<file path="src/rtl/bcd_countdown_timer.sv">
// MM:SS BCD countdown timer: keypad digit entry, start/pause/clear control,
// one-second prescaler, optional auto-reload, expiry pulse and sticky finished flag.
module bcd_countdown_timer #(
   parameter int TICK_DIV     = 1,
   parameter int MIN_TENS_MAX = 5,
   parameter int AUTO_RELOAD  = 0
) (
   input  logic       clk,
   input  logic       rst,
   input  logic       clear,
   input  logic       load,
   input  logic [3:0] in,
   input  logic       start,
   input  logic       pause,
   output logic [3:0] out_second_unit,
   output logic [3:0] out_second_tens,
   output logic [3:0] out_minute_unit,
   output logic [3:0] out_minute_tens,
   output logic       running,
   output logic       finished,
   output logic       done
);

   localparam int PW = (TICK_DIV > 1) ? $clog2(TICK_DIV) : 1;
   localparam logic [PW-1:0] PRESC_LAST = PW'(TICK_DIV - 1);
   localparam logic [3:0] MT_MAX = 4'(MIN_TENS_MAX);

   typedef enum logic [1:0] {IDLE, RUN, PAUSE, DONE} state_e;

   state_e        state_q;
   logic [3:0]    secUnit_q, secTens_q, minUnit_q, minTens_q;
   logic [15:0]   reload_q;
   logic [PW-1:0] presc_q;
   logic          running_q, finished_q, done_q;

   logic [3:0] secUnitDec, secTensDec, minUnitDec, minTensDec;
   logic [3:0] secTensClamp, minTensClamp, inSat;
   logic       tick, curZero, decZero, clampZero;

   // Cascaded BCD borrow: each digit wraps only when every lower digit wraps.
   always_comb begin
      secUnitDec = secUnit_q - 4'd1;
      secTensDec = secTens_q;
      minUnitDec = minUnit_q;
      minTensDec = minTens_q;
      if (secUnit_q == 4'd0) begin
         secUnitDec = 4'd9;
         if (secTens_q == 4'd0) begin
            secTensDec = 4'd5;
            if (minUnit_q == 4'd0) begin
               minUnitDec = 4'd9;
               minTensDec = minTens_q - 4'd1;
            end else begin
               minUnitDec = minUnit_q - 4'd1;
            end
         end else begin
            secTensDec = secTens_q - 4'd1;
         end
      end
   end

   assign secTensClamp = (secTens_q > 4'd5) ? 4'd5 : secTens_q;
   assign minTensClamp = (minTens_q > MT_MAX) ? MT_MAX : minTens_q;
   assign inSat        = (in > 4'd9) ? 4'd9 : in;
   assign tick         = (presc_q == PRESC_LAST);
   assign curZero      = ({minTens_q, minUnit_q, secTens_q, secUnit_q} == 16'd0);
   assign decZero      = ({minTensDec, minUnitDec, secTensDec, secUnitDec} == 16'd0);
   assign clampZero    = ({minTensClamp, minUnit_q, secTensClamp, secUnit_q} == 16'd0);

   // running is tracked as its own flop so every output comes straight from a register.
   always_ff @(posedge clk or posedge rst) begin
      if (rst) begin
         state_q    <= IDLE;
         secUnit_q  <= 4'd0;
         secTens_q  <= 4'd0;
         minUnit_q  <= 4'd0;
         minTens_q  <= 4'd0;
         reload_q   <= 16'd0;
         presc_q    <= '0;
         running_q  <= 1'b0;
         finished_q <= 1'b0;
         done_q     <= 1'b0;
      end else begin
         done_q <= 1'b0;
         if (clear) begin
            state_q    <= IDLE;
            secUnit_q  <= 4'd0;
            secTens_q  <= 4'd0;
            minUnit_q  <= 4'd0;
            minTens_q  <= 4'd0;
            reload_q   <= 16'd0;
            presc_q    <= '0;
            running_q  <= 1'b0;
            finished_q <= 1'b0;
         end else if (load && (state_q == IDLE || state_q == DONE)) begin
            minTens_q  <= minUnit_q;
            minUnit_q  <= secTens_q;
            secTens_q  <= secUnit_q;
            secUnit_q  <= inSat;
            state_q    <= IDLE;
            finished_q <= 1'b0;
         end else begin
            case (state_q)
               IDLE: begin
                  if (start) begin
                     secTens_q <= secTensClamp;
                     minTens_q <= minTensClamp;
                     reload_q  <= {minTensClamp, minUnit_q, secTensClamp, secUnit_q};
                     presc_q   <= '0;
                     if (clampZero) begin
                        state_q    <= DONE;
                        finished_q <= 1'b1;
                        done_q     <= 1'b1;
                     end else begin
                        state_q   <= RUN;
                        running_q <= 1'b1;
                     end
                  end
               end
               RUN: begin
                  if (pause) begin
                     state_q   <= PAUSE;
                     running_q <= 1'b0;
                  end else if (tick) begin
                     presc_q <= '0;
                     // A zero value can only be seen here with auto-reload: restart the period.
                     if (AUTO_RELOAD != 0 && curZero) begin
                        {minTens_q, minUnit_q, secTens_q, secUnit_q} <= reload_q;
                     end else begin
                        {minTens_q, minUnit_q, secTens_q, secUnit_q} <=
                           {minTensDec, minUnitDec, secTensDec, secUnitDec};
                        if (decZero) begin
                           finished_q <= 1'b1;
                           done_q     <= 1'b1;
                           if (AUTO_RELOAD == 0) begin
                              state_q   <= DONE;
                              running_q <= 1'b0;
                           end
                        end
                     end
                  end else begin
                     presc_q <= presc_q + PW'(1);
                  end
               end
               PAUSE: begin
                  if (start && !pause) begin
                     state_q   <= RUN;
                     running_q <= 1'b1;
                  end
               end
               default: begin
               end
            endcase
         end
      end
   end

   assign out_second_unit = secUnit_q;
   assign out_second_tens = secTens_q;
   assign out_minute_unit = minUnit_q;
   assign out_minute_tens = minTens_q;
   assign running         = running_q;
   assign finished        = finished_q;
   assign done            = done_q;

endmodule

</file>
<file path="config.mk">
export PLATFORM = sky130hd
export DESIGN_NAME = bcd_countdown_timer
export DESIGN_NICKNAME = d
export VERILOG_FILES = /design/src/rtl/bcd_countdown_timer.sv
export SDC_FILE = /design/constraint.sdc
export NUM_CORES = 1
export LEC_CHECK = 0
export BUFFER_PORTS_ARGS = -buffer_cell sky130_fd_sc_hd__buf_2
export CORE_MARGIN = 2
export CORE_UTILIZATION = 56
export CTS_CLUSTER_SIZE = 28
export DETAILED_ROUTE_END_ITERATION = 10
export GPL_ROUTABILITY_DRIVEN = 0
export PLACE_DENSITY_LB_ADDON = 0.25
export SETUP_SLACK_MARGIN = 0.2
export SLEW_MARGIN = 0
export SYNTH_ARGS = -nofsm -noshare
export SYNTH_HDL_FRONTEND = slang
export SYNTH_SLANG_ARGS = --single-unit
</file>
<file path="constraint.sdc">
create_clock -name clk -period 2.87 [get_ports clk]
set_input_delay 0.4305 -clock clk [delete_from_list [all_inputs] [get_ports clk]]
set_output_delay 0.4305 -clock clk [all_outputs]
set_load 0.02 [all_outputs]
</file>
; ---- Yosys cells after proc, flatten, opt, wreduce, memory -nomap -nowiden
; Cells that the tools add are included.
[word_totals]
regBits = 22
latchBits = 0
ramBits = 0
romBits = 0
out_inout_bits = 19
elab_cells = 132
mem_count = 0
[classes]
n_addsub = 5
n_mul = 0
n_div = 0
order_cmp = 3
n_eq_ne = 20
shifts = 0
mux = 74
bitwise_logic = 0
reduce_logical = 21
[op_table]
columns = operator, n
row1 = $mux W4, 32
row2 = $logic_not A16 Y1, 2
row3 = $mux W1, 27
row4 = $ne A4 B4 Y1 const B, 6
row5 = $mux W2, 8
row6 = $pmux W4 S2, 2
row7 = $sub A4 B1 Y4 const B, 4
row8 = $logic_not A4 Y1, 3
row9 = $ne A3 B3 Y1 const B, 4
row10 = $ne A5 B5 Y1 const B, 2
row11 = $gt A4 B3 Y1 const B, 2
row12 = $ne A4 B3 Y1 const B, 2
row13 = $reduce_and A4 Y1, 2
row14 = $reduce_bool A4 Y1, 2
row15 = $reduce_and A7 Y1, 1
row16 = $ne A3 B2 Y1 const B, 2
row17 = $pmux W1 S2, 3
row18 = $pmux W2 S3, 1
row19 = $reduce_and A6 Y1, 1
row20 = $reduce_bool A3 Y1, 2
row21 = $reduce_and A5 Y1, 1
row22 = $reduce_bool A5 Y1, 1
row23 = $eq A2 B2 Y1 const B, 2
row24 = $gt A4 B4 Y1 const B, 1
row25 = 9 further kinds, 10

; ---- Longest topological paths before layout
[logic_depth]
word_depth = 11
mapped_depth = 9
mapped_depth_nobuf = 7

; ---- Least setup slack after synthesis
; Ideal clock, no wire load.
[synth_path]
kind = register to register
start = reg secUnit_q[3], in the netlist out_second_unit[3]
end = reg finished_q, in the netlist finished
setup_ns = 0.128
arrival_time_ns = 2.373
required_time_ns = 2.742
slack_ns = 0.370
stages_incl_launch_ff = 7
synth_period_minus_slack_ns = 2.500
path_cell_list = dfrtp_1 -> buf_6 -> or4_4 -> nor4_4 -> mux2i_1 -> a311oi_1 -> mux2_1
[synth_between]
elab_chain_len = 5
[synth_lines]
columns = item, line_no
row1 = start: declaration, 31  ; logic [3:0] secUnit_q, secTens_q, minUnit_q, minTens_q;
row2 = start signal: assignment, 99  ; secUnit_q <= inSat;
row3 = start signal: assignment, 128  ; {minTens_q, minUnit_q, secTens_q, secUnit_q} <= reload_q;
row4 = start signal: assignment, 130  ; {minTens_q, minUnit_q, secTens_q, secUnit_q} <=
row5 = $sub A4 B1 Y4 / $logic_not A4 Y1 (equally long branches), "42, 46"
row6 = $mux W4, 46  ; if (secUnit_q == 4'd0) begin
row7 = $logic_not A16 Y1, 67  ; assign decZero = ({minTensDec, minUnitDec, secTensDec, secUnitDec} == 16'd0);
row8 = $ne A4 B4 Y1 (no source line), n/a
row9 = $reduce_and A6 Y1 (no source line) (*), n/a
row10 = end signal: assignment, 81  ; finished_q <= 1'b0;
row11 = end signal: assignment, 94  ; finished_q <= 1'b0;
row12 = end signal: assignment, 101  ; finished_q <= 1'b0;
row13 = end: declaration, 34  ; logic running_q, finished_q, done_q;
; Every way passes the cells marked *; elsewhere a longest branch is shown, timed or not.
; A chain may end at the register's enable or synchronous reset.

; ---- Worst setup path in the final report
[layout_path]
start = reg secUnit_q[1], in the netlist out_second_unit[1]
end = reg finished_q, in the netlist finished
; The elaborated chain is that of the path after synthesis.

==> flow_summary.toml <==
[clocking]
cts.sinks = 21
clk-insertion-delay-late_ns = 0.32
cts_tree = "built"
h-tree-depth = 1
ctsRootBufferMaster = "clkbuf_4"
path_clk_slew_ns = 0.13
clockBufferDepth = 2
holdBufCountCts = 0
cts_setup_buffers = 0
numCtsBuffers = 3
cts.repair.resized = 0

[cells_and_area]
fin_util_pct = 66.9
syn_to_final_growth_pct = 12.4
nNetsFinal = 250
drive_gt1_share_pct = 21.8
final_cell_area_sq_um = 1880
fin_cells = 265
diodes = 0

[status]
violations = "design-rule violations"
status = "finished, violations left"

[worst_setup_path]
slowest_stage = "or4b_2"
path_buf_inv = 0
start_kind = "flip-flop"
path_cells = "or4b_2, nor4_1, nor2_1, a311oi_1, mux2_1"
rrSetupSlack_ns = 0.39
r2r-start = "out_second_unit[1]"
end_kind = "flip-flop"
critPathKind = "flip-flop to flip-flop"
cp.required_ns = 3.09
timing.rr.end = "finished"
cp_top_family = "simple AND/OR/NAND/NOR gates"
cp.arrival_ns = 2.70
reg2reg_depth = 5
crit_start = "out_second_unit[1]"
max_stage_delay_ns = 0.64
critPathMaxFanout = 10

[synth]
syn_area_sq_um = 1670
synth_xor_area_share_pct = 2.10
synth.distinct_cells = 50
yosysSeqAreaShare_pct = 31.5
synth_ff_type = "dfrtp_1"
yosys-top-cells-count = "nor2_1, dfrtp_1, o21ai_0"
post-synth-top-area-cell = "dfrtp_1"
synth.net_count = 221
yosysTopAreaCellShare_pct = 31.5
synth_top_family_by_area = "simple AND/OR/NAND/NOR gates"
synth-seq-cells = 21
avgSynthCellArea_sq_um = 8.10
synthMostInstantiatedCell = "nor2_1"
synth_edf_count = 0
synth_compound_area_share_pct = 24.3
synth_area_leaders = "dfrtp_1, o21ai_0, nor2_1, a21oi_1, ha_1"
synthMuxAreaShare_pct = 5.02
async_flop_share_pct = 100
ys_warn_count = 0
synthAdderAreaFrac_pct = 3.75
syn_inst = 206
yosys.area_share.simple_pct = 27.0

[sta]
final.setup.tns_ns = 0
slew_violations = 0
hold_violations = 0
setup_viol = 0
period_share_pct = 86.3
clock_skew_ns = 0.0116
timing.hold.ws_ns = 0.268
worst_slew_pin_slew_ns = 0.867
rsz0062_at_grt = "no"
fmax_mhz = 404
min_period_ns = 2.48
fin_ws_ns = 0.394
relSlewSlack_pct = 42.1

[grt]
grt_pass1_wl_microns = 7810
grt_use_total_pct = 29.6
antenna_found_initial = 0
gr-total-overflow = 0
first_global_vias = 1582
grt_start_max_net_pins = 22

[pwr]
total_power_mw = 1.03
pwr-share-seq_pct = 37.2
powerDensity_nw_per_um2 = 550
peakVddDrop_mv = 0.366
power.share.clock_pct = 14.9
p_leak_nw = 0.856
p_comb_share_pct = 47.8
p_sw_mw = 0.452
intPower_mw = 0.579
switching_share_pct = 43.9

[floorplanning]
die_x_microns = 58.6
pin_count = 29
fp-row-count = 19
die_h_microns = 58.6
core_sq_um = 2810
die_area_sq_um = 3430
initial_core_util_pct = 59.5

[min_path]
min_path_type = "input port to async pin"

[job]
maxCapViolations = 0

[routing]
wl_per_cell_microns = 17.6
drtIter0Drc = 149
routed_wl_microns = 4660
drc_errors = 2
ant_nets = 0
vias = 1800
viasPerCell = 6.79
drt-pass1-iter-count = 8

[placement]
dp.cells = 261
dpl_worst_slack_ns = 0.409
io_buffers = 28
place_area_sq_um = 1850
hpwl_microns = 3380
-- registers in the layout, summed over array words and instances, names as in the netlist --
register	count
done	1
finished	1
out_second_tens	4
state_q	2
running	1
out_minute_tens	4
out_second_unit	4
out_minute_unit	4
-- metal layers --
| layer | routed length [microns] | up-vias | track usage [%] |
|---|---|---|---|
| met5 | 0 | - | 0 |
| met4 | 112 | 0 | 13.0 |
| met3 | 456 | 14 | 2.86 |
| met2 | 2160 | 108 | 45.4 |
| met1 | 1930 | 859 | 42.5 |
| li1 | - | 819 | - |
-- worst reg2reg max path: stages (launching register included) --
cell	delay [ns]
dfrtp_1	0.51
or4b_2	0.64
nor4_1	0.46
nor2_1	0.10
a311oi_1	0.32
mux2_1	0.35
-- area by class of cell --
| class | count | area (sq um) |
|---|---|---|
| multi-input cells | 161 | 1040 |
| flip-flops and latches | 21 | 526 |
| clock buffers | 4 | 26.3 |
| fillers | 236 | 928 |
| repair buffers | 37 | 208 |
| well taps | 31 | 38.8 |
| inverters | 11 | 41.3 |
-- power by group through the flow --
stage	logic, mW	clock network, mW	registers [mW]
after detailed placement	0.482	0	0.389
final	0.493	0.154	0.384
after global placement	0.470	0	0.385
after floorplan	0.315	0	0.416
after CTS	0.485	0.157	0.383
after global routing	0.535	0.163	0.392
-- layout by cell type (no fill, tap or decap), types with 2 or more instances in the layout --
cell | netlist | layout
nand4_1 | 3 | 3
a31oi_1 | 5 | 5
a22oi_1 | 3 | 3
or2_2 | 4 | 4
buf_4 | 0 | 9
or3_1 | 4 | 4
a211oi_1 | 4 | 4
clkbuf_4 | 0 | 3
o31ai_1 | 2 | 2
a22o_1 | 2 | 2
nor2b_1 | 3 | 3
a21oi_1 | 13 | 13
inv_1 | 11 | 11
dfrtp_1 | 21 | 21
a311oi_1 | 3 | 3
nor4_1 | 5 | 5
nand3_1 | 2 | 2
nor3_1 | 8 | 8
mux2_2 | 2 | 2
o21ai_0 | 18 | 18
mux2i_1 | 5 | 5
nand2b_1 | 8 | 8
buf_2 | 1 | 28
or4_1 | 3 | 3
nand2_1 | 11 | 11
ha_1 | 5 | 5
nor2_1 | 24 | 24
xnor2_1 | 3 | 3
-- logic make-up after synthesis --
| group | after synthesis |
|---|---|
| adder cells (fa/ha/maj) | 5 |
| buffers and inverters | 24 |
| AND/OR/NAND/NOR | 82 |
| multiplexers | 8 |
| AO/OA/AOI/OAI | 62 |
| XOR/XNOR | 4 |
| flip-flops | 21 |
-- worst max path at each step --
stage / end / slack (ns) / depth (start not counted)
after floorplan: finished / 0.37 / 6
after global placement: finished / 0.50 / 6
after detailed placement: finished / 0.41 / 6
after CTS: finished / 0.40 / 6
after global routing: finished / 0.21 / 5
final: finished / 0.39 / 5
(Power assumes the default switching activity.)
